**src/rtl/wheel_step_gen.sv**
```systemverilog
// Hall-sensor revolution timing: measures the wheel period and emits STEPS angular slot strobes.
// Define HALL_DEBOUNCE_EN to insert the DEBOUNCE-cycle hall input filter after the synchronizer.
module wheel_step_gen #(
    parameter int STEPS    = 8,
    parameter int CNT_W    = 32,
    parameter int DEBOUNCE = 50000,
    parameter int TIMEOUT  = 100000000
) (
    input  logic                     clk,
    input  logic                     rst_n,
    input  logic                     hall_in,
    output logic                     step,
    output logic [$clog2(STEPS)-1:0] slot,
    output logic                     rev,
    output logic                     stalled,
    output logic [CNT_W-1:0]         period
);
    localparam int                SLOT_W    = $clog2(STEPS);
    localparam logic [CNT_W-1:0]  TIMEOUT_C = CNT_W'(TIMEOUT);
    localparam logic [SLOT_W-1:0] LAST_SLOT = SLOT_W'(STEPS - 1);

    if (STEPS < 2 || STEPS > 256 || (STEPS & (STEPS - 1)) != 0) begin : g_bad_steps
        $error("wheel_step_gen: STEPS must be a power of two in 2..256");
    end
    if (DEBOUNCE < 1 || TIMEOUT < 1) begin : g_bad_timing
        $error("wheel_step_gen: DEBOUNCE and TIMEOUT must be at least 1");
    end

    typedef enum logic [1:0] {
        STALL,
        SYNC,
        RUN
    } state_t;

    state_t            state;
    state_t            state_n;
    logic              hall_s1;
    logic              hall_s2;
    logic              hall_filt;
    logic              hall_filt_d;
    logic              index;
    logic              timeout_hit;
    logic [CNT_W-1:0]  pcnt;
    logic [CNT_W-1:0]  timer;
    logic [CNT_W-1:0]  timer_n;
    logic [CNT_W-1:0]  shifted;
    logic [CNT_W-1:0]  interval;
    logic [CNT_W-1:0]  period_n;
    logic [SLOT_W-1:0] slot_n;
    logic              step_n;
    logic              rev_n;

    // Synchronizer resets to the idle (magnet absent) level so reset release never fakes an index.
    always_ff @(posedge clk or negedge rst_n) begin
        if (!rst_n) begin
            hall_s1 <= 1'b1;
            hall_s2 <= 1'b1;
        end else begin
            hall_s1 <= hall_in;
            hall_s2 <= hall_s1;
        end
    end

`ifdef HALL_DEBOUNCE_EN
    localparam int DB_W = (DEBOUNCE > 1) ? $clog2(DEBOUNCE) : 1;

    logic [DB_W-1:0] db_cnt;

    always_ff @(posedge clk or negedge rst_n) begin
        if (!rst_n) begin
            hall_filt <= 1'b1;
            db_cnt    <= '0;
        end else if (hall_s2 == hall_filt) begin
            db_cnt <= '0;
        end else if (db_cnt == DB_W'(DEBOUNCE - 1)) begin
            hall_filt <= hall_s2;
            db_cnt    <= '0;
        end else begin
            db_cnt <= db_cnt + 1'b1;
        end
    end
`else
    assign hall_filt = hall_s2;
`endif

    always_ff @(posedge clk or negedge rst_n) begin
        if (!rst_n) begin
            hall_filt_d <= 1'b1;
        end else begin
            hall_filt_d <= hall_filt;
        end
    end

    assign index = hall_filt_d & ~hall_filt;

    // pcnt saturates so a stopped wheel never wraps into a bogus short period.
    always_ff @(posedge clk or negedge rst_n) begin
        if (!rst_n) begin
            pcnt <= '0;
        end else if (index) begin
            pcnt <= '0;
        end else if (pcnt < TIMEOUT_C) begin
            pcnt <= pcnt + 1'b1;
        end
    end

    assign timeout_hit = (pcnt >= TIMEOUT_C - 1'b1);
    assign shifted     = period >> SLOT_W;
    assign interval    = (shifted == '0) ? CNT_W'(1) : shifted;

    always_ff @(posedge clk or negedge rst_n) begin
        if (!rst_n) begin
            state   <= STALL;
            step    <= 1'b0;
            rev     <= 1'b0;
            slot    <= '0;
            timer   <= '0;
            period  <= '0;
            stalled <= 1'b1;
        end else begin
            state   <= state_n;
            step    <= step_n;
            rev     <= rev_n;
            slot    <= slot_n;
            timer   <= timer_n;
            period  <= period_n;
            stalled <= (state_n != RUN);
        end
    end

    // Index has priority over both timer expiry and timeout; the last slot absorbs the remainder.
    always_comb begin
        state_n  = state;
        step_n   = 1'b0;
        rev_n    = index;
        slot_n   = slot;
        timer_n  = timer;
        period_n = period;
        case (state)
            STALL: begin
                slot_n  = '0;
                timer_n = '0;
                if (index) begin
                    state_n = SYNC;
                end
            end
            SYNC: begin
                if (index) begin
                    state_n  = RUN;
                    period_n = pcnt + 1'b1;
                    step_n   = 1'b1;
                    slot_n   = '0;
                    timer_n  = '0;
                end else if (timeout_hit) begin
                    state_n = STALL;
                end
            end
            RUN: begin
                if (index) begin
                    period_n = pcnt + 1'b1;
                    step_n   = 1'b1;
                    slot_n   = '0;
                    timer_n  = '0;
                end else if (timeout_hit) begin
                    state_n = STALL;
                    slot_n  = '0;
                    timer_n = '0;
                end else if (slot != LAST_SLOT) begin
                    if (timer == interval - 1'b1) begin
                        step_n  = 1'b1;
                        timer_n = '0;
                        slot_n  = slot + 1'b1;
                    end else begin
                        timer_n = timer + 1'b1;
                    end
                end
            end
            default: begin
                state_n = STALL;
            end
        endcase
    end

endmodule

```
**config.mk**
```make
export PLATFORM = sky130hd
export DESIGN_NAME = wheel_step_gen
export DESIGN_NICKNAME = d
export VERILOG_FILES = /design/src/rtl/wheel_step_gen.sv
export SDC_FILE = /design/constraint.sdc
export NUM_CORES = 1
export LEC_CHECK = 0
export CORE_ASPECT_RATIO = 0.8
export CORE_MARGIN = 5
export CORE_UTILIZATION = 47
export CTS_CLUSTER_DIAMETER = 150
export CTS_CLUSTER_SIZE = 30
export DETAILED_ROUTE_END_ITERATION = 7
export PLACE_DENSITY_LB_ADDON = 0.08
export SLEW_MARGIN = 20
export SYNTH_ARGS = -nofsm -noshare
export SYNTH_HDL_FRONTEND = slang
export SYNTH_SLANG_ARGS = --single-unit
```
**constraint.sdc**
```tcl
create_clock -name clk -period 3.16 [get_ports clk]
set_input_delay 0.474 -clock clk [delete_from_list [all_inputs] [get_ports clk]]
set_output_delay 0.474 -clock clk [all_outputs]
set_load 0.01 [all_outputs]
```
== Word level (Yosys, flattened, before mapping) ==
Index checks and enable logic that the tools add are counted.

* $add $sub $neg: 4
* Multipliers: 0
* Div/mod/pow operators: 0
* Magnitude comparators: 2
* Equal/unequal tests: 8
* Shifts and indexed selects: 0
* Muxes and demuxes: 26
* Bitwise gates (word level): 2
* Reduce and logical (&&, ||, !) cells: 8

{| class="wikitable"
|+ Operators with widths
! cell !! count
|-
| $mux 32 || 7
|-
| $pmux 32 s3 || 1
|-
| $add 32x1->32 const B || 2
|-
| $eq 32x32->1 || 1
|-
| $ge 32x27->1 const B || 1
|-
| $logic_not 32->1 || 1
|-
| $lt 32x27->1 const B || 1
|-
| $sub 29x1->30 const B || 1
|-
| $mux 29 || 1
|-
| $mux 3 || 5
|-
| $pmux 3 s3 || 1
|-
| $mux 2 || 4
|-
| $ne 4x4->1 const B || 2
|-
| $pmux 2 s3 || 1
|-
| $mux 1 || 5
|-
| $ne 2x2->1 const B || 2
|-
| $reduce_and 4->1 || 1
|-
| $add 3x1->3 const B || 1
|-
| $ne 3x3->1 const B || 1
|-
| $reduce_and 3->1 || 1
|-
| $reduce_bool 3->1 || 1
|-
| $eq 2x1->1 const B || 1
|-
| $eq 2x2->1 const B || 1
|-
| $logic_not 2->1 || 1
|-
| other kinds (6) || 6
|}

* Register bits: 107
* Latch bits: 0
* Bits in writable memories: 0
* Bits in read-only memories: 0
* Input port bits: 3
* Output and inout port bits: 38
* Memories kept: 0

== Depth between registers and ports, before layout ==
* Depth in word-level cells: 9
* Depth in mapped cells: 16

== Worst setup path before layout ==
OpenSTA, ideal clock, no wires.

* Path type: reg2reg
* Start: register period[25]
* End: register slot[0]
* Library setup time: 125 ps
* Arrival: 3366 ps
* Data required time: 3035 ps
* Slack: -331 ps
* Stages on the path, launching flop included: 14
* Period minus slack after synthesis: 3491 ps
* Path through: dfrtp_1 > nor4_4 > and4_1 > a31oi_1 > ha_1 > xnor2_1 > or4_1 > nor2_1 > nand4_1 > nor3_1 > and4bb_2 > nand4_2 > a21o_2 > mux2_2

* Cells in the longest elaborated chain, start to end: 6

{| class="wikitable"
|+ RTL lines
! element !! RTL line !! RTL
|-
| start: declaration || 16 || <nowiki>output logic [CNT_W-1:0] period</nowiki>
|-
| start signal: assignment || 126 || <nowiki>period <= period_n;</nowiki>
|-
| $logic_not 32->1 || 109 || <nowiki>assign interval = (shifted == '0) ? CNT_W'(1) : shifted;</nowiki>
|-
| $mux 29 (*) || 109 ||
|-
| $sub 29x1->30 (*) || 169 || <nowiki>if (timer == interval - 1'b1) begin</nowiki>
|-
| $eq 32x32->1 (*) || 169 ||
|-
| $ne 4x4->1 (no line) (*) || - ||
|-
| $reduce_and 4->1 (no line) (*) || - ||
|-
| end signal: assignment || 124 || <nowiki>slot <= slot_n;</nowiki>
|-
| end: declaration || 13 || <nowiki>output logic [$clog2(STEPS)-1:0] slot,</nowiki>
|}

Mark *: on every way between the ends. The rest lies on a longest branch, timed or not.
A chain may end at the register's enable or synchronous reset.

== Worst setup path in the final report ==
* Start: register period[29]
* End: register slot[0]

Same word-level chain as after synthesis.

==> metrics.log <==
[metrics] synth-to-layout area growth: 24.4%
[metrics] Clock Skew: 0.0129 ns
[metrics] Crit Path Class: reg2reg
[metrics] fin crit share: 1.08
[metrics] total number of placement rows: 38
[metrics] maximum resistive drop on vdd: 0.344 mV
[metrics] post-synthesis share of cell area spent on xor and xnor gates: 0.135
[metrics] total leakage power: 3.45 nW
[metrics] signal arrival time at the worst endpoint: 3.68 ns
[metrics] source-to-sink clock delay at the later pin of the worst-skew pair: 0.37 ns
[metrics] Final GP Congestion: 0.878
[metrics] Max Clk Rate: 0.292 GHz
[metrics] number of violations of the max-capacitance limit: 0
[metrics] end point of the critical path: slot[0]$_DFFE_PN0P_
[metrics] number of sinks driven by the clock tree: 107
[metrics] Synth Net Count: 773
[metrics] Reg2Reg Launch Point: period[29]$_DFFE_PN0P_
[metrics] Syn Std Cell Area: 6570 um2
[metrics] Mapped Avg Cell Area: 8.63 um2
[metrics] sort of element at the end of the critical path: register
[metrics] number of synthesized register bits: 107
[metrics] HPWL after DPL: 13,900 um
[metrics] floorplan die area: 16,400 um2
[metrics] share of synthesized area occupied by flip-flops and latches: 0.409
[metrics] Final Setup Violations: 36
[metrics] power density relative to cell area: 513 nW/um2
[metrics] Min-Delay Path Class: in2async
[metrics] simple-gate share of the synthesized area: 0.280
[metrics] Total GRT Usage: 0.233
[metrics] CTS Root Cell: clkbuf_16
[metrics] Via-to-Cell Ratio: 5.60
[metrics] Congestion Overflow GR: 0
[metrics] initial standard-cell utilization of the core: 0.481
[metrics] CTS clk-pin slew, worst paths: 0.09 ns
[metrics] number of global-route vias before repair: 5,626
[metrics] violated checks: setup timing
[metrics] final core occ: 0.598
[metrics] total vias in the final route: 5,826
[metrics] crit start category: register
[metrics] die height: 116 um
[metrics] buffer levels on the longest clock path: 2
[metrics] largest net degree at the start of global routing: 59
[metrics] first element of the critical path: period[29]$_DFFE_PN0P_
[metrics] Worst Max-Slew Pin Slew: 0.664 ns
[metrics] average wire per standard cell: 17.7 um
[metrics] number of optimization iterations in the first detailed-route pass: 5
[metrics] FF-to-FF path depth: 14
[metrics] dominant combinational cell family by area after synthesis: simple AND/OR/NAND/NOR gates
[metrics] count of input and output buffers: 40
[metrics] number of buffers inserted by hold repair at cts: 0
[metrics] ratio of cells with drive above 1 in the final layout: 0.176
[metrics] pins over their slew limit: 0
[metrics] wire length of the first global-routing pass: 30,100 um
[metrics] proportion of register bits with asynchronous set or reset after synthesis: 1.00
[metrics] status: finished with violations
[metrics] die extent in x: 142 um
[metrics] Post-Place Setup Slack: -0.269 ns
[metrics] endpoint of the lowest-slack register-to-register path: slot[0]$_DFFE_PN0P_
[metrics] peak fanout along the critical path: 5
[metrics] number of hold violations in the final report: 0
[metrics] max_slew headroom: 0.555
[metrics] required time of the worst setup path: 3.42 ns
[metrics] IO Count: 41
[metrics] Clock H-tree levels: 3
[metrics] CTS buffer count: 9
[metrics] Filler Cell Count: 1,186
[metrics] remaining design rule violation count: 0
[metrics] CTS tree: built
[metrics] Post-synth EDFFs: 0
[metrics] cell count after synthesis: 761
[metrics] synthesis warning total: 0
[metrics] register-to-register setup slack: -0.26 ns
[metrics] Total Routed Length: 18,400 um
[metrics] unrepaired setup endpoints after global routing: yes
[metrics] post-layout net count: 867
[metrics] CORE AREA: 13,600 um2
[metrics] Inserted Diodes: 0
[metrics] antenna-violating nets left: 0
[metrics] initial antenna violation count: 0
[metrics] multiplexer share of the synthesized area: 0.0112
[metrics] leading register cell type out of synthesis: dfrtp_1
[metrics] PnR worst setup slack: -0.263 ns
[metrics] compound-gate portion of the synthesized area: 0.117
[metrics] Post-Synth Adder-Cell Area: 0.0172
[metrics] Final Critical Period: 3.42 ns
[metrics] count of cell types in the netlist: 65
[metrics] overall power after layout: 4.19 mW
[metrics] number of DRC violations after detailed-routing iteration 0: 367
## flip-flops by register name, summed over array words and instances, names as in the netlist
signal	flops
hall_filt_d	1
rev	1
slot	3
pcnt	32
stalled	1
period	32
hall_s1	1
state	2
hall_filt	1
step	1
timer	32
## synthesized netlist by cell type, types with 3 or more instances
cell      number  area [um2]
nand4_1       16         100
o21a_1         5        37.5
dfstp_2        4         105
mux2_2         3        33.8
or2_2          3        18.8
and4_1         7        61.3
nand3_1       32         160
nand2_1       95         357
nor2_1        92         345
a31oi_1        5        31.3
clkbuf_2       3        15.0
mux2i_1        4        40.0
buf_2          3        15.0
or4_1          6        45.0
nand2b_1       7        43.8
o21ai_0       58         290
a21o_1         8        60.1
dfrtp_1      103        2580
a21oi_1       29         145
nor3_1        25         125
inv_1         11        41.3
nor4_1         8        50.1
a211oi_1       3        22.5
or3_1         18         113
ha_1           9         113
and2_1         4        25.0
a32oi_1        3        26.3
xnor2_1       57         499
clkbuf_1      28         105
and3_1        21         131
xor2_1        44         385
nand4b_1       5        43.8
## worst min-delay path by stage
stage | cells past startpoint | to | start
2_1_floorplan | 0 | pcnt[0]$_DFFE_PN0P_ | rst_n
3_3_place_gp | 0 | hall_filt$_DFF_PN1_ | hall_s1$_DFF_PN1_
3_5_place_dp | 0 | hall_filt$_DFF_PN1_ | hall_s1$_DFF_PN1_
4_1_cts | 1 | rev$_DFF_PN0_ | rst_n
5_1_grt | 1 | rev$_DFF_PN0_ | rst_n
6_report | 1 | rev$_DFF_PN0_ | rst_n
## logic make-up after synthesis
group | count (synthesis)
xor gates and xnor gates | 101
and+or+nand+nor | 359
AOI/OAI and AO/OA | 130
buffers and inverters | 48
DFF | 107
adders and majority gates | 9
muxes | 7
## metrics by stage
| step | setup TNS, ns | cell area (um2) | instances | hold WS [ns] |
|---|---|---|---|---|
| 3_5_place_dp | -7.58 | 7660 | 1014 | 0.347 |
| 4_1_cts | -5.75 | 8070 | 1035 | 0.0518 |
| 6_report | -7.36 | 8170 | 1040 | 0.0425 |
| 2_1_floorplan | -3.70 | 6690 | 761 | 0.178 |
| 3_3_place_gp | -4.10 | 7660 | 1014 | 0.348 |
| 5_1_grt | -12.33 | 8170 | 1040 | 0.0735 |
## routing by layer
metal / vias up / routed length, um / track usage
met3: 19 / 693 / 0.0413
met1: 2861 / 9400 / 0.342
met2: 104 / 8090 / 0.357
met5: - / 0 / 0
li1: 2842 / - / -
met4: 0 / 238 / 0.0633
## layout make-up
type / count / area (um2) / share of cell area
Inverter: 11 / 41.3 / 0.00506
Clock buffer: 9 / 225 / 0.0276
Clock inverter: 7 / 96.3 / 0.0118
Timing Repair Buffer: 120 / 1040 / 0.127
Multi-Input combinational cell: 606 / 3850 / 0.471
Sequential cell: 107 / 2690 / 0.329
Tap cell: 180 / 225 / 0.0276
## cell usage in the layout, fill, tap and decap left out, drive strengths merged, types with 19 or more instances in the layout
cell type | synthesis | routed
or3 | 19 | 19
nand2 | 95 | 95
dfrtp | 103 | 103
a21oi | 30 | 30
nor2 | 92 | 92
buf | 6 | 80
nand3 | 32 | 32
xnor2 | 57 | 57
clkdlybuf4s50 | 0 | 39
o21ai | 61 | 61
xor2 | 44 | 44
and3 | 21 | 21
nor3 | 26 | 26
## what timing repair did
action                                  CTS  global route
resized for setup                        10            10
gates cloned                              0             1
endpoints found under the setup margin   35            36
pin swaps                                10            11
setup buffers                             5             4
## worst max-delay path, stage by stage, from the launching register on
cell	delay (ns)
dfrtp_1	0.38
nor3_1	0.33
and4_4	0.31
a31oi_4	0.09
ha_4	0.17
nor4b_4	0.12
buf_4	0.15
buf_4	0.14
a21oi_1	0.23
a211o_1	0.16
a32oi_2	0.12
and4bb_2	0.37
nand4_4	0.20
a21o_4	0.29
mux2_4	0.25
## where the power goes
group / total (mW) / internal [mW] / switching [mW]
sequential: 1.52 / 1.44 / 0.0782
combinational: 1.47 / 0.699 / 0.772
clock: 1.20 / 0.584 / 0.613
total: 4.19 / 2.73 / 1.46
Power figures use the tool's default switching activity.
